`src/rtl/muldiv_pkg.sv`:
```
// Shared definitions for the mul/div request arbiter.
//   funct3_e   : RISC-V M-extension funct3 encodings (MUL=0 .. REMU=7)
//   state_e    : arbiter FSM states
//   MDU_OP_W   : width of the one-hot op bus sent to the mul/div unit
//   decode_op  : funct3 -> one-hot op, bit index equal to funct3
package muldiv_pkg;

    localparam int MDU_OP_W = 8;

    typedef enum logic [2:0] {
        OP_MUL    = 3'd0,
        OP_MULH   = 3'd1,
        OP_MULHSU = 3'd2,
        OP_MULHU  = 3'd3,
        OP_DIV    = 3'd4,
        OP_DIVU   = 3'd5,
        OP_REM    = 3'd6,
        OP_REMU   = 3'd7
    } funct3_e;

    typedef enum logic [1:0] {
        ST_IDLE  = 2'd0,
        ST_ISSUE = 2'd1,
        ST_WAIT  = 2'd2,
        ST_RESP  = 2'd3
    } state_e;

    function automatic logic [MDU_OP_W-1:0] decode_op(input logic [2:0] funct3);
        logic [MDU_OP_W-1:0] onehot;
        onehot = '0;
        onehot[funct3] = 1'b1;
        return onehot;
    endfunction

endpackage

```
`src/rtl/muldiv_rr_arb.sv`:
```
// Two-way round-robin grant selection (purely combinational).
//   valid[1:0]  : requester valid bits
//   last_grant  : index of the requester served most recently
//   grant_valid : at least one requester is valid
//   grant_idx   : index of the requester to serve
module muldiv_rr_arb (
    input  logic [1:0] valid,
    input  logic       last_grant,
    output logic       grant_valid,
    output logic       grant_idx
);

    assign grant_valid = |valid;

    always_comb begin
        if (valid == 2'b11) begin
            // Tie: serve whoever was not served last.
            grant_idx = ~last_grant;
        end else begin
            // Sole requester (or none, where the value is unused).
            grant_idx = valid[1];
        end
    end

endmodule

```
`src/rtl/muldiv_arbiter.sv`:
```
// Arbitrates two requesters onto a single shared mul/div unit, one op in
// flight at a time, with a WAIT timeout that returns an error response.
//   clk_i, rst_i                   : clock, async active-high reset
//   req_valid_i/req_ready_o [1:0]  : per-requester handshake
//   req_op_i [5:0]                 : funct3 per requester (3 bits each)
//   req_ra_i/req_rb_i [63:0]       : operands per requester (32 bits each)
//   rsp_valid_o [1:0]              : one-cycle result strobe per requester
//   rsp_result_o, rsp_err_o        : shared result bus and timeout flag
//   mdu_valid_o, mdu_op_o          : issue strobe and one-hot op to the unit
//   mdu_ra_o, mdu_rb_o             : operands to the unit
//   mdu_stall_i                    : unit cannot take an issue this cycle
//   mdu_ready_i, mdu_result_i      : unit result strobe and data
//   busy_o                         : FSM not idle
module muldiv_arbiter
    import muldiv_pkg::*;
#(
    parameter int TIMEOUT_CYCLES = 64
) (
    input  logic                clk_i,
    input  logic                rst_i,
    input  logic [1:0]          req_valid_i,
    input  logic [5:0]          req_op_i,
    input  logic [63:0]         req_ra_i,
    input  logic [63:0]         req_rb_i,
    output logic [1:0]          req_ready_o,
    output logic [1:0]          rsp_valid_o,
    output logic [31:0]         rsp_result_o,
    output logic                rsp_err_o,
    output logic                mdu_valid_o,
    output logic [MDU_OP_W-1:0] mdu_op_o,
    output logic [31:0]         mdu_ra_o,
    output logic [31:0]         mdu_rb_o,
    input  logic                mdu_stall_i,
    input  logic                mdu_ready_i,
    input  logic [31:0]         mdu_result_i,
    output logic                busy_o
);

    // One extra bit keeps the counter wide enough for TIMEOUT_CYCLES == 1.
    localparam int              CNT_W    = $clog2(TIMEOUT_CYCLES) + 1;
    localparam logic [CNT_W-1:0] CNT_LAST = CNT_W'(TIMEOUT_CYCLES - 1);

    logic [2:0]  req_op_w [2];
    logic [31:0] req_ra_w [2];
    logic [31:0] req_rb_w [2];

    generate
        for (genvar gi = 0; gi < 2; gi++) begin : g_req_slice
            assign req_op_w[gi] = req_op_i[3*gi +: 3];
            assign req_ra_w[gi] = req_ra_i[32*gi +: 32];
            assign req_rb_w[gi] = req_rb_i[32*gi +: 32];
        end
    endgenerate

    state_e            state_q, state_d;
    logic              grant_q, grant_d;
    logic              last_grant_q, last_grant_d;
    logic [2:0]        op_q, op_d;
    logic [31:0]       ra_q, ra_d;
    logic [31:0]       rb_q, rb_d;
    logic [CNT_W-1:0]  cnt_q, cnt_d;
    logic [31:0]       result_q, result_d;
    logic              err_q, err_d;

    logic grant_valid;
    logic grant_idx;

    muldiv_rr_arb u_rr_arb (
        .valid       (req_valid_i),
        .last_grant  (last_grant_q),
        .grant_valid (grant_valid),
        .grant_idx   (grant_idx)
    );

    always_comb begin
        state_d      = state_q;
        grant_d      = grant_q;
        last_grant_d = last_grant_q;
        op_d         = op_q;
        ra_d         = ra_q;
        rb_d         = rb_q;
        cnt_d        = cnt_q;
        result_d     = result_q;
        err_d        = err_q;
        case (state_q)
            ST_IDLE: begin
                if (grant_valid) begin
                    grant_d = grant_idx;
                    op_d    = req_op_w[grant_idx];
                    ra_d    = req_ra_w[grant_idx];
                    rb_d    = req_rb_w[grant_idx];
                    state_d = ST_ISSUE;
                end
            end
            ST_ISSUE: begin
                if (!mdu_stall_i) begin
                    cnt_d   = '0;
                    state_d = ST_WAIT;
                end
            end
            ST_WAIT: begin
                cnt_d = cnt_q + 1'b1;
                // Ready is tested first so it wins over the terminal count.
                if (mdu_ready_i) begin
                    result_d = mdu_result_i;
                    err_d    = 1'b0;
                    state_d  = ST_RESP;
                end else if (cnt_q == CNT_LAST) begin
                    result_d = '0;
                    err_d    = 1'b1;
                    state_d  = ST_RESP;
                end
            end
            ST_RESP: begin
                last_grant_d = grant_q;
                state_d      = ST_IDLE;
            end
            default: state_d = ST_IDLE;
        endcase
    end

    always_ff @(posedge clk_i or posedge rst_i) begin
        if (rst_i) begin
            state_q      <= ST_IDLE;
            grant_q      <= 1'b0;
            last_grant_q <= 1'b1;   // requester 0 wins the first tie
            op_q         <= '0;
            ra_q         <= '0;
            rb_q         <= '0;
            cnt_q        <= '0;
            result_q     <= '0;
            err_q        <= 1'b0;
        end else begin
            state_q      <= state_d;
            grant_q      <= grant_d;
            last_grant_q <= last_grant_d;
            op_q         <= op_d;
            ra_q         <= ra_d;
            rb_q         <= rb_d;
            cnt_q        <= cnt_d;
            result_q     <= result_d;
            err_q        <= err_d;
        end
    end

    // Ready is masked while reset is held: the state is already IDLE then,
    // but nothing may be handshaken during reset.
    assign req_ready_o  = (state_q == ST_IDLE && grant_valid && !rst_i)
                          ? {grant_idx, ~grant_idx} : 2'b00;

    assign rsp_valid_o  = (state_q == ST_RESP) ? {grant_q, ~grant_q} : 2'b00;
    assign rsp_result_o = (state_q == ST_RESP) ? result_q : '0;
    assign rsp_err_o    = (state_q == ST_RESP) ? err_q : 1'b0;

    assign mdu_valid_o  = (state_q == ST_ISSUE);
    assign mdu_op_o     = (state_q == ST_ISSUE) ? decode_op(op_q) : '0;
    assign mdu_ra_o     = ra_q;
    assign mdu_rb_o     = rb_q;

    assign busy_o       = (state_q != ST_IDLE);

endmodule

```
`config.mk`:
```
export PLATFORM = sky130hd
export DESIGN_NAME = muldiv_arbiter
export DESIGN_NICKNAME = d
export VERILOG_FILES = /design/src/rtl/muldiv_pkg.sv /design/src/rtl/muldiv_rr_arb.sv /design/src/rtl/muldiv_arbiter.sv
export SDC_FILE = /design/constraint.sdc
export NUM_CORES = 1
export LEC_CHECK = 0
export ABC_CLOCK_PERIOD_IN_PS = 3600
export CORE_MARGIN = 8
export CORE_UTILIZATION = 36
export CTS_BUF_LIST = sky130_fd_sc_hd__clkbuf_2 sky130_fd_sc_hd__clkbuf_4 sky130_fd_sc_hd__clkbuf_8
export CTS_CLUSTER_SIZE = 24
export DETAILED_ROUTE_END_ITERATION = 8
export GPL_TIMING_DRIVEN = 0
export PLACE_DENSITY = 0.75
export SLEW_MARGIN = 20
export SYNTH_ARGS = -nofsm -noshare
export SYNTH_HDL_FRONTEND = slang
export SYNTH_SLANG_ARGS = --single-unit
export TNS_END_PERCENT = 30
```
`constraint.sdc`:
```
create_clock -name clk_i -period 3.6 [get_ports clk_i]
set_input_delay 0.54 -clock clk_i [delete_from_list [all_inputs] [get_ports clk_i]]
set_output_delay 0.54 -clock clk_i [all_outputs]
set_load 0.005 [all_outputs]
```
======== Yosys cells after proc, flatten, opt, wreduce, memory -nomap -nowiden ========
Cells that the tools add are included.
word-level totals
  register bits after elaboration ......... 111
  bits of input ports ..................... 172
  output and inout bits ................... 111
  word-level logic and storage cells ...... 66
operators by class
  add/sub/neg operators ................... 1
  $lt $le $gt $ge ......................... 3
  equality and inequality tests ........... 8
  mux-type cells .......................... 28
  bitwise operators ....................... 4
  reductions and logical operators ........ 13
operator list
  kind                 count
  $mux 32              9
  $pmux 7 s2           1
  $mux 2               6
  $mux 3               3
  $mux 8               1
  $pmux 2 s4           1
  $add 7x1->7 const B  1
  $eq 7x6->1 const B   1
  $mux 7               1
  $eq 2x2->1 const B   3
  $reduce_and 2->1     3
  $reduce_bool 2->1    3
  $mux 1               5
  $lt 3x4->1 const B   1
  $ne 2x2->1 const B   2
  $demux 1 s3          1
  $ge 3x1->1 const B   1
  $logic_and 1x1->1    3
  $ne 3x3->1 const B   1
  $not 1->1            3
  $reduce_and 3->1     1
  $eq 2x1->1 const B   1
  $ge 2x2->1 const B   1
  $logic_not 2->1      1
  3 further kinds      3

======== Depth between registers and ports, before layout ========
  depth in word-level cells ............... 6
  depth in mapped cells ................... 7

======== By module ========
From an unflattened synthesis, not the netlist that was laid out.
second synthesis, totals
  cells, all modules ...................... 486
  area total of the unflattened synthesis .. 5166.2 um^2
by module, submodules not included
  module          times used  cells an instance  area an instance (um^2)  sequential area each (um^2)
  muldiv_arbiter  1           484                5152.4                   2778.9
  muldiv_rr_arb   1           2                  13.8                     0.0

======== Least setup slack after synthesis ========
OpenSTA, ideal clock, no wires.
  kind .................................... input -> output
  from .................................... input req_valid_i[1]
  to ...................................... output req_ready_o[1]
  arrival time ............................ 1.456 ns
  slack ................................... 1.604 ns
  stages .................................. 6
  path buffers ............................ 3
  cell sequence ........................... a21boi_0 > clkbuf_1 > buf_4 > buf_4 > nand2_1 > nor2_1
between the ends
  word-level cells in the longest chain between the ends .. 4
  elaborated cells between the ends (all ways) .. 6
ends and longest elaborated chain
  element                          line                   text
  start: declaration               muldiv_arbiter.sv:21   input logic [1:0] req_valid_i,
  $reduce_or 2->1                  muldiv_rr_arb.sv:13    assign grant_valid = |valid;
  $logic_and 1x1->1 (2 in series)  muldiv_arbiter.sv:148  assign req_ready_o = (state_q == ST_IDLE && grant_valid && !rst_i)
  $mux 2 *                         muldiv_arbiter.sv:149  ? {grant_idx, ~grant_idx} : 2'b00;
  end: declaration                 muldiv_arbiter.sv:25   output logic [1:0] req_ready_o,
Every way passes the cells marked *; elsewhere a longest branch is shown, timed or not.

======== Worst setup path after layout ========
Ends and elaborated chain as after synthesis.

==> metrics list <==
- Maximum fanout along the worst path: 10
* GRT Total Usage: 0.204
- Drt via density: roughly 5
- Averaged over all synthesized cells, the footprint is 10.6 um^2.
- The final layout contains routed wiring with a total length of between 15000 and 20000 um.
* Via count of the first global-routing pass: about 5400
- STA classifies the critical path endpoint as a primary output.
* Routability-driven placement congestion ratio: about 0.82
- Counting instances, the worst hold path has a depth of 2.
* Critical Path Start: req_valid_i[1]
- Maximum number of pins on one net before global-route repair: between 60 and 70
* Required @ worst endpoint: 3060 ps
* Instance area at placement: around 8000 um^2
* Die W: approximately 140 um
- CTS Sinks: about 110
- Final non-filler cell area: 8430 um^2
- Final worst path period need: roughly 3500 ps
- In the layout the commonest cells are 282 x sky130_fd_sc_hd__clkdlybuf4s50_1, 110 x sky130_fd_sc_hd__dfrtp_1, 79 x sky130_fd_sc_hd__nand2_1, 73 x sky130_fd_sc_hd__o21ai_0, 69 x sky130_fd_sc_hd__mux2i_1.
- Number of nets in the finished design: about 960
- Type of the setup path with the least slack: in2out
* Deepest level of the CTS H-tree: 3
* Data arrival at the endpoint of the critical path: ~2900 ps
* Initial Util: 0.370
- Synthesis Warnings: 0
- Power spread over the standard cell area amounts to roughly 680 nW/um^2.
- In this run the cell area of the synthesized design comes to just over 5000 um^2.
* Post-Route Hold Slack: between 400 and 500 ps
- The first global-routing pass estimated just under 30000 um of wire.
* Depth of the worst register-to-register path: 7
* Count of standard-cell rows: 43
- The min-delay analysis places its worst path in the category reg2reg.
- Post-CTS setup repair buffer count: 0
- First-pass iteration count of the detailed router: 5
- In the synthesized netlist the dominant register cell turns out to be sky130_fd_sc_hd__dfrtp_1.
* Detailed Route Iter0 Violations: 229
- Dominant delay contributor by cell family on the critical path: buffers and inverters
- Counting the fill cells in the layout gives 1183.
- Counting distinct cell types in the post-synthesis netlist gives 33.
- TritonCTS built the clock tree.
- Placeable Area: ~14000 um^2
- Fmax: approximately 0.29 GHz
- The count of buffers added on input and output ports is roughly 280.
* Ratio of final minimum period to clock period: 0.958
* Final setup violation count: 0
- The number of hold buffers added after CTS was 0.
- Post-synth EDFFs: 0
* PnR Total Power: approximately 0.0057 W
* Count of state elements after synthesis: 111
- The count of endpoints failing hold in the final timing report was 0.
* Async set-reset flop share out of synthesis: 1.00
- The tool flagged a number of max-cap violations equal to 0.
- Tightest slew margin relative to the limit: 0.464
- The number of antenna violations at the first check in global routing came to 1.
- The run finished with clean final reports.
* Post-route non-filler standard cell count: between 900 and 1000
- Resize count post-CTS: 1
* Maximum count of clock buffers along a single path: 2
- Later-pin clock latency in the skew report: 380 ps
- Vertical die dimension: about 140 um
- Summed over all failing endpoints, the final setup total negative slack is 0 ps.
- Total overflow reported by the global router: 0
- Hold path startpoint: mdu_rb_o[10]$_DFFE_PP0N_
- 0 antenna diodes ended up in the layout.
- The cell sitting at the root of the clock tree is a sky130_fd_sc_hd__clkbuf_8.
- The count of pins over their slew limit was 0.
* Critical path's largest stage delay: between 500 and 600 ps
- For the final database, setup skew stands at around 16 ps.
- Combined buffer and inverter count along the critical path: 5
- Static leakage: around 3.7 nW
* Instance count on the critical path: 8
- Setup repair after global routing left no endpoint under its margin.
- Number of nets in the synthesized netlist: approximately 660
* Average wire per cell in the routed design: ~20 um
- Critical path, cell by cell: clkdlybuf4s50_1, a21boi_0, clkbuf_2, buf_4, buf_4, nand2_1, nor2_1, clkdlybuf4s50_1
- Relative area change from synthesis to final layout: 63.5%
- Post-route antenna net violation count: 0
- Clock-pin transition on the worst setup and hold timing paths: 100 ps
- Half-perimeter wire length of the detailed placement result: 15300 um
* Dpl cells: 949
- 283 I/O pins were placed.
- Gate count of the mapped netlist: ~490
- Routed via count: ~4800
- Critical R2R Launch: state_q[0]$_DFFE_PP0P_
- The share of the Yosys chip area taken by registers is 0.539.
* Critical path launch point type: primary input
- Worst-Margin Slew: roughly 800 ps
- Clock tree synthesis inserted a total of 9 buffers.
* Peak supply drop: about 320 uV
* Slowest cell on crit path: sky130_fd_sc_hd__clkdlybuf4s50_1
- Die Footprint: 18400 um^2
- Leading cell type in the layout, fill and taps excluded: sky130_fd_sc_hd__clkdlybuf4s50_1
- Proportion of layout cells with a drive suffix above 1: 0.0497
* DR DRC count: 0
## worst register-to-register path, stage by stage, from the launching register on
cell	delay, ps
sky130_fd_sc_hd__dfrtp_1	410
sky130_fd_sc_hd__inv_1	100
sky130_fd_sc_hd__ha_1	240
sky130_fd_sc_hd__o21ai_1	440
sky130_fd_sc_hd__buf_2	370
sky130_fd_sc_hd__clkbuf_1	400
sky130_fd_sc_hd__nand2_1	120
sky130_fd_sc_hd__o21ai_0	120
## registers in the layout, summed over array words and instances, names as in the netlist
register,cells
last_grant_q,1
err_q,1
result_q,32
mdu_ra_o,32
state_q,2
op_q,3
cnt_q,7
mdu_rb_o,32
grant_q,1
## Yosys cell counts, drive strengths merged (4+ instances only)
cell    count  area, um^2
nor3        5        25.0
a22o       33         293
nor2       12        45.0
nand2b      4        25.0
nand2      79         297
and2       35         219
clkbuf     20        75.1
inv         6        22.5
ha          6        75.1
mux2i      69         691
nand3       4        25.0
buf        11        78.8
o21ai      74         370
dfrtp     110        2750
## metal layers
layer / up-vias / track usage / wire length (um)
met5: - / 0 / 13
met4: 2 / 0.0783 / 450
met3: 28 / 0.0835 / 1980
met2: 247 / 0.345 / 9160
met1: 2279 / 0.222 / 7320
li1: 2274 / - / -
## cell families (layout without fill, tap and decap cells)
family                   Yosys count  in the layout  synth area share
AO/OA/AOI/OAI                    117            117             0.144
adder cells (fa/ha/maj)            6              6            0.0145
buffers and inverters             37            336            0.0342
flip-flops                       111            111             0.539
multiplexers                      71             71             0.138
AND/OR/NAND/NOR                  144            144             0.130
## metrics by stage
stage,utilization,setup WS (ps)
after floorplan,-,131
after global placement,0.589,-1570
after detailed placement,0.591,8.96
after CTS,0.605,111
after global routing,0.605,18.4
final,0.605,149
## cell type report
| class | count | area (um^2) | area share |
|---|---|---|---|
| Timing Repair Buffer | 283 | 2850 | 0.338 |
| Sequential cell | 111 | 2780 | 0.329 |
| Multi-Input combinational cell | 338 | 2200 | 0.261 |
| Tap cell | 180 | 225 | 0.0267 |
| Buffer | 31 | 155 | 0.0184 |
| Clock buffer | 10 | 131 | 0.0156 |
| Clock inverter | 6 | 61.3 | 0.00727 |
| Inverter | 6 | 27.5 | 0.00326 |
## where the power goes
group	leakage [nW]	internal [W]	switching [W]
Sequential	1.39	0.00183	0.000349
Clock	0.0994	0.000328	0.000422
Combinational	2.21	0.00155	0.00125
## worst paths after layout
path | slack [ps] | end
max | 150 | req_ready_o[1]
min | 490 | mdu_rb_o[10]$_DFFE_PP0N_
max reg2reg | 1330 | mdu_ra_o[2]$_DFFE_PP0N_
min reg2reg | 490 | mdu_rb_o[10]$_DFFE_PP0N_
max in group asynchronous | 2260 | cnt_q[5]$_DFFE_PP0P_
min in group asynchronous | 650 | mdu_rb_o[0]$_DFFE_PP0N_
(Power assumes the default switching activity.)
